File: src/rtl/sum_it_accum.sv
// Packet accumulator: sums up to MAX_CNT consecutive words after an active-low go_l,
// exposing the running sum every cycle and the final total with a one-cycle done pulse.
module sum_it_accum #(
  parameter int unsigned WIDTH   = 16,
  parameter int unsigned MAX_CNT = 5
) (
  input  logic             clk,
  input  logic             rst_l,
  input  logic [WIDTH-1:0] inA,
  input  logic             go_l,
  input  logic [7:0]       howMany,
  output logic             busy,
  output logic [WIDTH-1:0] sum,
  output logic [WIDTH-1:0] outResult,
  output logic             done,
  output logic             ovf
);

  localparam int unsigned CntW = $clog2(MAX_CNT + 1);
  localparam logic [7:0]      MaxCnt8 = 8'(MAX_CNT);
  localparam logic [CntW-1:0] MaxCnt  = CntW'(MAX_CNT);
  localparam logic [CntW-1:0] CntOne  = CntW'(1);

  typedef enum logic [0:0] {StIdle, StAccum} state_e;

  state_e           state_q, state_d;
  logic [CntW-1:0]  cnt_q, cnt_d;
  logic             busy_q, busy_d;
  logic [WIDTH-1:0] sum_q, sum_d;
  logic [WIDTH-1:0] res_q, res_d;
  logic             done_q, done_d;
  logic             ovf_q, ovf_d;

  logic [CntW-1:0]  n_clamp;
  logic [WIDTH:0]   add_full;

  // Oversized requests are clamped rather than rejected.
  assign n_clamp  = (howMany > MaxCnt8) ? MaxCnt : howMany[CntW-1:0];
  assign add_full = {1'b0, sum_q} + {1'b0, inA};

  always_comb begin
    state_d = state_q;
    cnt_d   = cnt_q;
    busy_d  = busy_q;
    sum_d   = sum_q;
    res_d   = res_q;
    done_d  = 1'b0;
    ovf_d   = ovf_q;
    unique case (state_q)
      StIdle: begin
        if (!go_l) begin
          ovf_d = 1'b0;
          if (n_clamp == '0) begin
            sum_d  = '0;
            res_d  = '0;
            done_d = 1'b1;
          end else if (n_clamp == CntOne) begin
            sum_d  = inA;
            res_d  = inA;
            done_d = 1'b1;
          end else begin
            sum_d   = inA;
            cnt_d   = n_clamp - CntOne;
            busy_d  = 1'b1;
            state_d = StAccum;
          end
        end
      end
      StAccum: begin
        // go_l is deliberately ignored here: a packet always runs to completion.
        sum_d = add_full[WIDTH-1:0];
        ovf_d = ovf_q | add_full[WIDTH];
        if (cnt_q > CntOne) begin
          cnt_d = cnt_q - CntOne;
        end else begin
          cnt_d   = '0;
          res_d   = add_full[WIDTH-1:0];
          done_d  = 1'b1;
          busy_d  = 1'b0;
          state_d = StIdle;
        end
      end
      default: begin
        state_d = StIdle;
        busy_d  = 1'b0;
      end
    endcase
  end

  always_ff @(posedge clk or negedge rst_l) begin
    if (!rst_l) begin
      state_q <= StIdle;
      cnt_q   <= '0;
      busy_q  <= 1'b0;
      sum_q   <= '0;
      res_q   <= '0;
      done_q  <= 1'b0;
      ovf_q   <= 1'b0;
    end else begin
      state_q <= state_d;
      cnt_q   <= cnt_d;
      busy_q  <= busy_d;
      sum_q   <= sum_d;
      res_q   <= res_d;
      done_q  <= done_d;
      ovf_q   <= ovf_d;
    end
  end

  assign busy      = busy_q;
  assign sum       = sum_q;
  assign outResult = res_q;
  assign done      = done_q;
  assign ovf       = ovf_q;

endmodule

File: config.mk
export PLATFORM = sky130hd
export DESIGN_NAME = sum_it_accum
export DESIGN_NICKNAME = d
export VERILOG_FILES = /design/src/rtl/sum_it_accum.sv
export SDC_FILE = /design/constraint.sdc
export NUM_CORES = 1
export LEC_CHECK = 0
export ABC_CLOCK_PERIOD_IN_PS = 2600
export BUFFER_PORTS_ARGS = -buffer_cell sky130_fd_sc_hd__buf_4
export CORE_ASPECT_RATIO = 0.75
export CORE_UTILIZATION = 50
export CTS_CLUSTER_SIZE = 10
export DETAILED_ROUTE_END_ITERATION = 10
export GPL_TIMING_DRIVEN = 0
export PLACE_DENSITY = 0.71
export SLEW_MARGIN = 30
export SYNTH_ARGS = -nofsm -noshare
export SYNTH_HDL_FRONTEND = slang
export SYNTH_SLANG_ARGS = --single-unit
File: constraint.sdc
create_clock -name clk -period 2.6 [get_ports clk]
set_clock_uncertainty 0.1 [all_clocks]
set_input_delay 0.52 -clock clk [delete_from_list [all_inputs] [get_ports clk]]
set_output_delay 0.52 -clock clk [all_outputs]
set_load 0.02 [all_outputs]
==> impl_metrics.toml <==
[detailed_routing]
vias_per_cell = 5.65
vias = 2578
routed_wl_um = 7750
drt-pass1-iter-count = 4
drcViolationCount = 0
wl_per_cell_um = 17.0
drt_iter0_markers = 126
drtAntennaViolNets = 0

[clock_network]
clock-sinks = 39
numCtsBuffers = 5
cts_tree = "yes"
clockBufferDepth = 2
clk_pin_slew_ps = 90
cts_max_level = 2
clk_latency_ps = 300
root_buffer = "clkbuf_8"

[synthesis]
syn_nets = 356
synth_cells = 308
synthArstFlopShare_pct = 100
synth_cell_type_count = 62
ys_warn_count = 0
ys_seq_area_share_pct = 34.6
ys_seq_elements = 39
syn_avg_cell_area_um2 = 9.16
synth_edf_count = 0
syn_area_um2 = 2820
yosys_most_used_dff = "dfrtp_1"

[layout]
multi_input_area_um2 = 1740
area_delta_synth_final_pct = 27.8
final_nets = 428
fillers = 449
diodes = 0
fin_util_pct = 67.0
regArea_um2 = 976
layout-drive-gt1-share_pct = 32.8
final_area_um2 = 3610

[worst_setup_path]
critPathLaunchType = "input port"
cp.arrival_ps = 2680
critical_path_required_ps = 2680
critical_path.max_fanout = 5
reg2regPathDepth = 9
critical_path_class = "input port to register"
endpoint_kind = "register"

[global_routing]
grt_pass1_vias = 2321
antenna_found_initial = 0
grt_max_degree = 40
track_usage_pct = 26.9
grt_pass1_wl_um = 11800
overflow = 0

[sta]
worst_slack_ps = -1.11
relSlewSlack_pct = 43.8
fmax_ghz = 0.384
post-route-period-util_pct = 100
hold_viol = 0
worst_slew_pin_slew_ps = 822
drv_slew = 0
finalSetupViolations = 1
period_minus_slack_ps = 2600
rsz0062_at_grt = "true"

[placement]
place_congestion = 0.925
dpl-instance-area_um2 = 3380
place_ws_ps = -429
portBuffers = 61
dp_hpwl_um = 5640

[power]
ir_drop_mv = 0.698
p_leak_nw = 1.55
power_mw = 5.29
p_per_area_nw_per_um2 = 1470

[floorplan]
ios = 62
die-area_um2 = 5950
core_area_um2 = 5380
start_util_pct = 52.5
fp.dieW_um = 88.8
fp-row-count = 23
die_y_um = 67.1

[outcome]
status = "complete, but fails checks"
violations = "setup timing"

[worst_hold_path]
min_path_type = "input port to asynchronous set/reset pin"

[job]
drv_cap = 0
-- cells by family (layout without fill, tap and decap cells) --
| logic type | Yosys count | count (layout) | share of synthesized area (%) |
|---|---|---|---|
| xor gates and xnor gates | 11 | 11 | 3.41 |
| AOI/OAI and AO/OA | 93 | 93 | 25.3 |
| DFF | 39 | 39 | 34.6 |
| buffers and inverters | 28 | 101 | 5.54 |
| and+or+nand+nor | 111 | 111 | 19.7 |
| muxes | 5 | 5 | 1.86 |
| adders and majority gates | 21 | 21 | 9.57 |
-- power by group --
group          internal, mW  switching [mW]
Clock                 0.311           0.237
Combinational          1.52            2.03
Sequential            0.936           0.251
-- timing repair --
item | 4_1_cts | 5_1_grt
resized for setup | 4 | 12
endpoints found under the setup margin | 17 | 26
hold buffers | 0 | 0
buffers inserted | 2 | 1
gates cloned | 0 | 1
pin swaps | 1 | 3
-- critical path, cell delays in order --
cell and delay [ps]:
buf_4 110, or4_4 530, a2111o_1 350, ha_2 220, and2_4 140, a221oi_4 290, clkinv_4 150, buf_12 170
o21ai_2 110, o31ai_1 80
-- flip-flops by register name, indices dropped and copies added (netlist names) --
signal     count
outResult     16
sum           16
cnt_q          3
busy           1
done           1
ovf            1
state_q        1
-- area by class of cell --
class	instances	share of cell area, %
plain buffers	16	3.26
clock inverters	2	0.971
well taps	75	2.60
multi-input cells	241	48.3
clock buffers	6	2.29
inverters	12	1.39
flip-flops and latches	39	27.1
repair buffers	65	14.1
-- metal layers --
layer  global-route usage (%)  wire [um]
met3                     5.33        524
met4                     6.05         66
met5                        0          0
met1                     39.7       3940
met2                     40.2       3220
-- cells in the mapped netlist (7+ instances only) --
cell type  count  area share, %
dfrtp_1       39             35
nand2_1       35            4.7
nor2_1        28            3.7
a21oi_1       26            4.6
ha_1          20            8.9
o21ai_0       16            2.8
a211oi_1      10            2.7
inv_1         10            1.3
xnor2_1       10            3.1
nand3_1        8            1.4
nor3b_1        8            2.1
nor2_2         7            1.6
-- cells in the final DEF (no fill, tap or decap), types with 3 or more instances in the layout --
cell type / netlist / routed
clkbuf_8: 0 / 6
clkbuf_1: 5 / 4
nor2_4: 1 / 4
nor2_2: 7 / 6
o21ai_2: 1 / 3
a31oi_4: 5 / 5
ha_1: 20 / 18
o21ai_0: 16 / 16
inv_1: 10 / 10
buf_1: 3 / 3
o211ai_1: 4 / 4
dfrtp_1: 39 / 39
nand2b_1: 5 / 5
buf_4: 0 / 63
nand3_1: 8 / 6
nor3_1: 5 / 5
a21oi_1: 26 / 26
a211oi_1: 10 / 9
nor3b_1: 8 / 8
o221ai_1: 3 / 3
mux2i_1: 3 / 3
nor2_1: 28 / 26
nand2_1: 35 / 34
a21oi_2: 5 / 5
xnor2_1: 10 / 10
buf_2: 5 / 5
-- metrics by stage --
stage / setup TNS (ps) / hold WS [ps] / instances
floorplan: -1680 / 124 / 308
finish: -1.11 / 82.1 / 456
global placement: -10340 / 373 / 444
CTS: -14.8 / 108 / 454
global route: -452 / 128 / 456
detailed placement: -10870 / 374 / 444
-- path summary, 6_finish.rpt --
kind	startpoint	endpoint	slack (ps)
min	rst_l	sum[15]$_DFFE_PN0N_	80
max	howMany[7]	outResult[15]$_DFFE_PN0P_	-1
max in group asynchronous	rst_l	sum[9]$_DFFE_PN0N_	1950
min in group clk	inA[12]	outResult[12]$_DFFE_PN0P_	370
max reg2reg	sum[0]$_DFFE_PN0N_	outResult[14]$_DFFE_PN0P_	160
min reg2reg	outResult[1]$_DFFE_PN0P_	outResult[1]$_DFFE_PN0P_	390
Note: power is estimated with default switching activity, not from simulation.
